**config.mk**
```make
export PLATFORM = sky130hd
export DESIGN_NAME = fifo_wr_arbiter
export DESIGN_NICKNAME = d
export VERILOG_FILES = /design/src/rtl/fifo_wr_arbiter.sv
export SDC_FILE = /design/constraint.sdc
export NUM_CORES = 1
export LEC_CHECK = 0
export CORE_MARGIN = 2
export CORE_UTILIZATION = 27
export CTS_BUF_LIST = sky130_fd_sc_hd__clkbuf_4
export DETAILED_ROUTE_END_ITERATION = 8
export HOLD_SLACK_MARGIN = 0.02
export PLACE_DENSITY = 0.84
export SYNTH_ARGS = -nofsm -noshare
export SYNTH_HDL_FRONTEND = slang
export SYNTH_SLANG_ARGS = --single-unit
```
**constraint.sdc**
```tcl
create_clock -name clk -period 2.5 [get_ports clk]
set_input_delay 0.625 -clock clk [delete_from_list [all_inputs] [get_ports clk]]
set_output_delay 0.625 -clock clk [all_outputs]
set_load 0.02 [all_outputs]
```
**src/rtl/fifo_wr_arbiter.sv**
```systemverilog
// Round-robin, packet-locked arbiter sharing one fifo write port among NUM_REQ producers.
// Every write is tagged {requester id, last, payload} so the consumer can demultiplex.
module fifo_wr_arbiter #(
    parameter int unsigned  NUM_REQ    = 4,
    parameter int unsigned  DATA_WIDTH = 32,
    parameter int unsigned  MAX_BURST  = 16,
    localparam int unsigned ID_W       = $clog2(NUM_REQ)
) (
    input  logic                          clk,
    input  logic                          reset,
    input  logic [NUM_REQ-1:0]            s_valid,
    input  logic [NUM_REQ*DATA_WIDTH-1:0] s_data,
    input  logic [NUM_REQ-1:0]            s_last,
    output logic [NUM_REQ-1:0]            s_ready,
    output logic                          fifo_wr,
    output logic [ID_W+DATA_WIDTH:0]      fifo_data,
    input  logic                          fifo_full,
    output logic                          o_busy,
    output logic [ID_W-1:0]               o_grant_id
);

    localparam int unsigned      CNT_W  = $clog2(MAX_BURST + 1);
    localparam logic [CNT_W-1:0] CntMax = CNT_W'(MAX_BURST - 1);
    localparam logic [ID_W-1:0]  IdMax  = ID_W'(NUM_REQ - 1);

    typedef enum logic {StIdle, StLocked} state_e;

    state_e           state_q, state_d;
    logic [ID_W-1:0]  ptr_q, ptr_d;
    logic [ID_W-1:0]  grant_q, grant_d;
    logic [CNT_W-1:0] cnt_q, cnt_d;

    logic                  any_valid;
    logic [ID_W-1:0]       winner;
    logic [ID_W-1:0]       cand;
    logic [31:0]           idx;
    logic [DATA_WIDTH-1:0] g_data;
    logic                  g_valid;
    logic                  g_last;
    logic                  cut;

    // First requester with s_valid set, searching upward from ptr_q with wrap-around.
    always_comb begin
        any_valid = 1'b0;
        winner    = '0;
        idx       = '0;
        cand      = '0;
        for (int unsigned k = 0; k < NUM_REQ; k++) begin
            idx  = (32'(ptr_q) + k) % NUM_REQ;
            cand = ID_W'(idx);
            if (!any_valid && s_valid[cand]) begin
                any_valid = 1'b1;
                winner    = cand;
            end
        end
    end

    assign g_data  = s_data[grant_q*DATA_WIDTH +: DATA_WIDTH];
    assign g_valid = s_valid[grant_q];
    assign g_last  = s_last[grant_q];
    assign cut     = (cnt_q == CntMax);

    assign fifo_data  = {grant_q, g_last || cut, g_data};
    assign o_busy     = (state_q == StLocked);
    assign o_grant_id = grant_q;

    always_comb begin
        state_d = state_q;
        ptr_d   = ptr_q;
        grant_d = grant_q;
        cnt_d   = cnt_q;
        s_ready = '0;
        fifo_wr = 1'b0;
        case (state_q)
            StIdle: begin
                if (any_valid) begin
                    grant_d = winner;
                    state_d = StLocked;
                end
            end
            StLocked: begin
                s_ready[grant_q] = !fifo_full;
                fifo_wr          = g_valid && !fifo_full;
                if (fifo_wr) begin
                    if (g_last || cut) begin
                        state_d = StIdle;
                        ptr_d   = (grant_q == IdMax) ? '0 : grant_q + 1'b1;
                        cnt_d   = '0;
                    end else begin
                        cnt_d = cnt_q + 1'b1;
                    end
                end
            end
            default: state_d = StIdle;
        endcase
        // A beat presented during reset is dropped rather than written.
        if (reset) begin
            s_ready = '0;
            fifo_wr = 1'b0;
        end
    end

    always_ff @(posedge clk) begin
        if (reset) begin
            state_q <= StIdle;
            ptr_q   <= '0;
            grant_q <= '0;
            cnt_q   <= '0;
        end else begin
            state_q <= state_d;
            ptr_q   <= ptr_d;
            grant_q <= grant_d;
            cnt_q   <= cnt_d;
        end
    end

endmodule
```
==> results.json <==
{
  "status": "finished, violations left",
  "failed_checks": "negative setup slack",
  "grt.overflow.total": 0,
  "max_capacitance_violation_count": 0,
  "avgSynthCellArea_um2": 12.1,
  "achievable-frequency_mhz": 398,
  "yosys_register_bits": 10,
  "finalWorstPathRequiredPeriod_ps": 2520,
  "synth.most_common_cell": "mux4_2",
  "timing.hold.worst_endpoint": "cnt_q[1]$_SDFFE_PP0P_",
  "critical_path.reg2reg.startpoint": "o_grant_id[0]$_SDFFE_PP0P_",
  "number_of_hold_slack_violations_in_the_final_timing_report": 0,
  "synth-main-ff-cell": "dfxtp_1",
  "timing.setup.critical_path_class": "in2out",
  "pwr-share-clk_pct": 12.9,
  "clock_path_buffers": 2,
  "wl_mm": 6.96,
  "synth_async_sr_flop_share_pct": 0,
  "net-switching-power_w": 0.000284,
  "fin_crit_sh_pct": 101,
  "ioPinCount": 182,
  "arrival_ps": 1890,
  "synth.net_count": 264,
  "grt_setup_unrepaired": "true",
  "route.vias.total": 1899,
  "post_route_cells_drive_above_1_share_pct": 21.3,
  "worstRegToRegCells": 6,
  "area_added_between_synthesis_and_finish_pct": 138,
  "mappedNetlistArea_um2": 1440,
  "crit_fanout": 2,
  "timing.critical_path.required_ps": 1880,
  "crit_path_top_delay_cell": "mux4_2",
  "worst_setup_start_kind": "input port",
  "post-route-drc-count": 0,
  "internal_pwr_total_w": 0.000599,
  "synthDistinctLibCells": 31,
  "tightestPinTransition_ps": 535,
  "reg_to_reg_critical_path_endpoint": "cnt_q[3]$_SDFFE_PP0P_",
  "setup_violations": 1,
  "final_worst_path_setup_slack_ps": -15.0,
  "detailed_place_hpwl_mm": 6.05,
  "grt_start_max_net_pins": 23,
  "fin_util_pct": 66.6,
  "worstHoldPathType": "reg2reg",
  "power.share.combinational_pct": 67.3,
  "num-nets-final": 456,
  "switching_share_pct": 32.2,
  "grt_pass1_vias": 1937,
  "share_of_the_synthesized_area_in_the_top_cell_type_pct": 53.2,
  "total_leakage_power_nw": 1.28,
  "cts_tree": "done",
  "tritoncts_num_sinks": 10,
  "cp_cell_sequence": "clkdlybuf4s50_1 > mux4_2 > nor2_8 > inv_4 > buf_2",
  "floorplan.rows": 26,
  "chipWidth_um": 77,
  "global_route.usage.total_pct": 23.5,
  "max-slew-margin-rel_pct": 64.0,
  "die_ar_um2": 5930,
  "htree_levels": 1,
  "wire_length_of_the_first_global_routing_pass_mm": 10.9,
  "vdd_drop_max_mv": 0.279,
  "ctsRootBufferMaster": "clkbuf_4",
  "synthTopCellsByArea": "mux4_2, dfxtp_1, ha_1",
  "synth-seq-area-share_pct": 13.9,
  "route.antenna.remaining_nets": 0,
  "clk-insertion-delay-late_ps": 270,
  "final_max_slew_viol_count": 0,
  "n_antenna_cell": 0,
  "worst-r2r-setup-slack_ps": 460,
  "n_fill_cell": 425,
  "wl_per_cell_um": 18.3,
  "clkSlewWorstSetupHoldPaths_ps": 60,
  "critical_path.max_stage_delay_ps": 540,
  "drt_first_pass_iters": 4,
  "synth_edf_count": 0,
  "hold_depth": 2,
  "synthTopCellsByCount": "mux4_2, dfxtp_1, inv_1",
  "tritoncts.num_buffers": 3,
  "synth_warn": 0,
  "netlist.top_cell.by_area": "mux4_2",
  "setup_tns_ps": -15.0,
  "worstSetupEndpointType": "primary output",
  "fin_worst_skew_ps": 0.649,
  "postSynthCellCount": 119,
  "vias_per_cell": 5.00,
  "worstHoldStart": "cnt_q[1]$_SDFFE_PP0P_",
  "power.density_cell_area_nw_per_um2": 258,
  "antenna_found_initial": 0,
  "chipHeight_um": 77,
  "gp_congestion": 0.819,
  "initialDrtViolationCount": 67,
  "initial_utilization_pct": 28.0,
  "placeableCoreArea_um2": 5140,
  "p_seq_share_pct": 19.8,
  "port_buffers": 181
}
-- power by group through the flow --
stage	Combinational (W)	Clock [W]	Sequential [W]
after CTS	0.000596	0.000117	0.000175
after detailed placement	0.000635	0	0.000179
after global routing	0.000628	0.000130	0.000176
after floorplan	0.000250	0	0.000177
after global placement	0.000624	0	0.000179
final	0.000595	0.000114	0.000175
-- final cells by class --
type | instances | area (µm²) | area share (%)
inverter | 9 | 36.3 | 1.06
clock inverter | 1 | 3.75 | 0.110
multi-input combinational | 89 | 1150 | 33.7
sequential | 10 | 205 | 5.99
tap | 70 | 87.6 | 2.56
clock buffer | 3 | 22.5 | 0.658
timing repair buffer | 198 | 1920 | 55.9
-- worst max path at each step --
stage	endpoint	cells after the start	start
after floorplan	fifo_data[11]	3	o_grant_id[0]$_SDFFE_PP0P_
after global placement	fifo_data[32]	5	s_last[3]
after detailed placement	fifo_data[32]	5	s_last[3]
after CTS	fifo_data[32]	5	s_last[3]
after global routing	fifo_data[32]	5	s_last[3]
final	fifo_data[32]	5	s_last[0]
-- cells in the final DEF (no fill, tap or decap), types with 3 or more instances in the layout --
cell type,netlist,layout
ha_1,6,6
dfxtp_1,10,8
o21ai_0,4,4
clkdlybuf4s15_1,0,6
and2_1,5,4
mux4_2,34,34
clkdlybuf4s50_1,0,141
buf_4,2,16
clkbuf_4,0,3
nand2_1,5,5
a21oi_1,7,7
a221oi_1,3,3
nand3_1,5,5
inv_1,8,8
dlygate4sd2_1,0,26
-- sequential cells by signal, summed over array words and instances (netlist names) --
signal / count
o_grant_id: 2
ptr_q: 2
o_busy: 1
cnt_q: 5
-- critical path, delay by kind of cell --
| kind | cells | cell delay (ps) |
|---|---|---|
| buffers and inverters | 3 | 590 |
| muxes | 1 | 540 |
| and+or+nand+nor | 1 | 130 |
-- routing by layer --
| layer | share of wire (%) | routed length, µm | up-vias | track usage (%) |
|---|---|---|---|---|
| li1 | - | - | 875 | - |
| met1 | 37 | 2560 | 937 | 26.4 |
| met3 | 6.1 | 425 | 6 | 5.29 |
| met5 | 0 | 0 | - | 0 |
| met2 | 56 | 3910 | 81 | 46.0 |
| met4 | 0.82 | 57 | 0 | 2.86 |
-- metrics by stage --
stage / hold slack (ps) / cells / worst slack [ps] / total power (W) / area [µm²]
6_report: 491 / 380 / -15.0 / 0.000883 / 3420
5_1_grt: 522 / 380 / -35.4 / 0.000935 / 3420
4_1_cts: 497 / 379 / -114 / 0.000887 / 3420
3_5_place_dp: 488 / 375 / -396 / 0.000815 / 3430
3_3_place_gp: 458 / 375 / -373 / 0.000803 / 3430
2_1_floorplan: 449 / 119 / 66.2 / 0.000426 / 1440
-- cells by family (layout without fill, tap and decap cells) --
group	after synthesis	after routing	synth area share, %
mux	34	34	53.2
simple gates	29	29	12.5
compound gates	20	20	8.70
buf+inv	20	211	6.43
flops	10	10	13.9
fa+ha+maj	6	6	5.22
-- timing repair --
action,in CTS,in global routing
hold buffers,0,0
endpoints found under the setup margin,38,12
pin swaps,0,1
buffers inserted,0,1
resized for setup,51,14
Note: power is estimated with default switching activity, not from simulation.
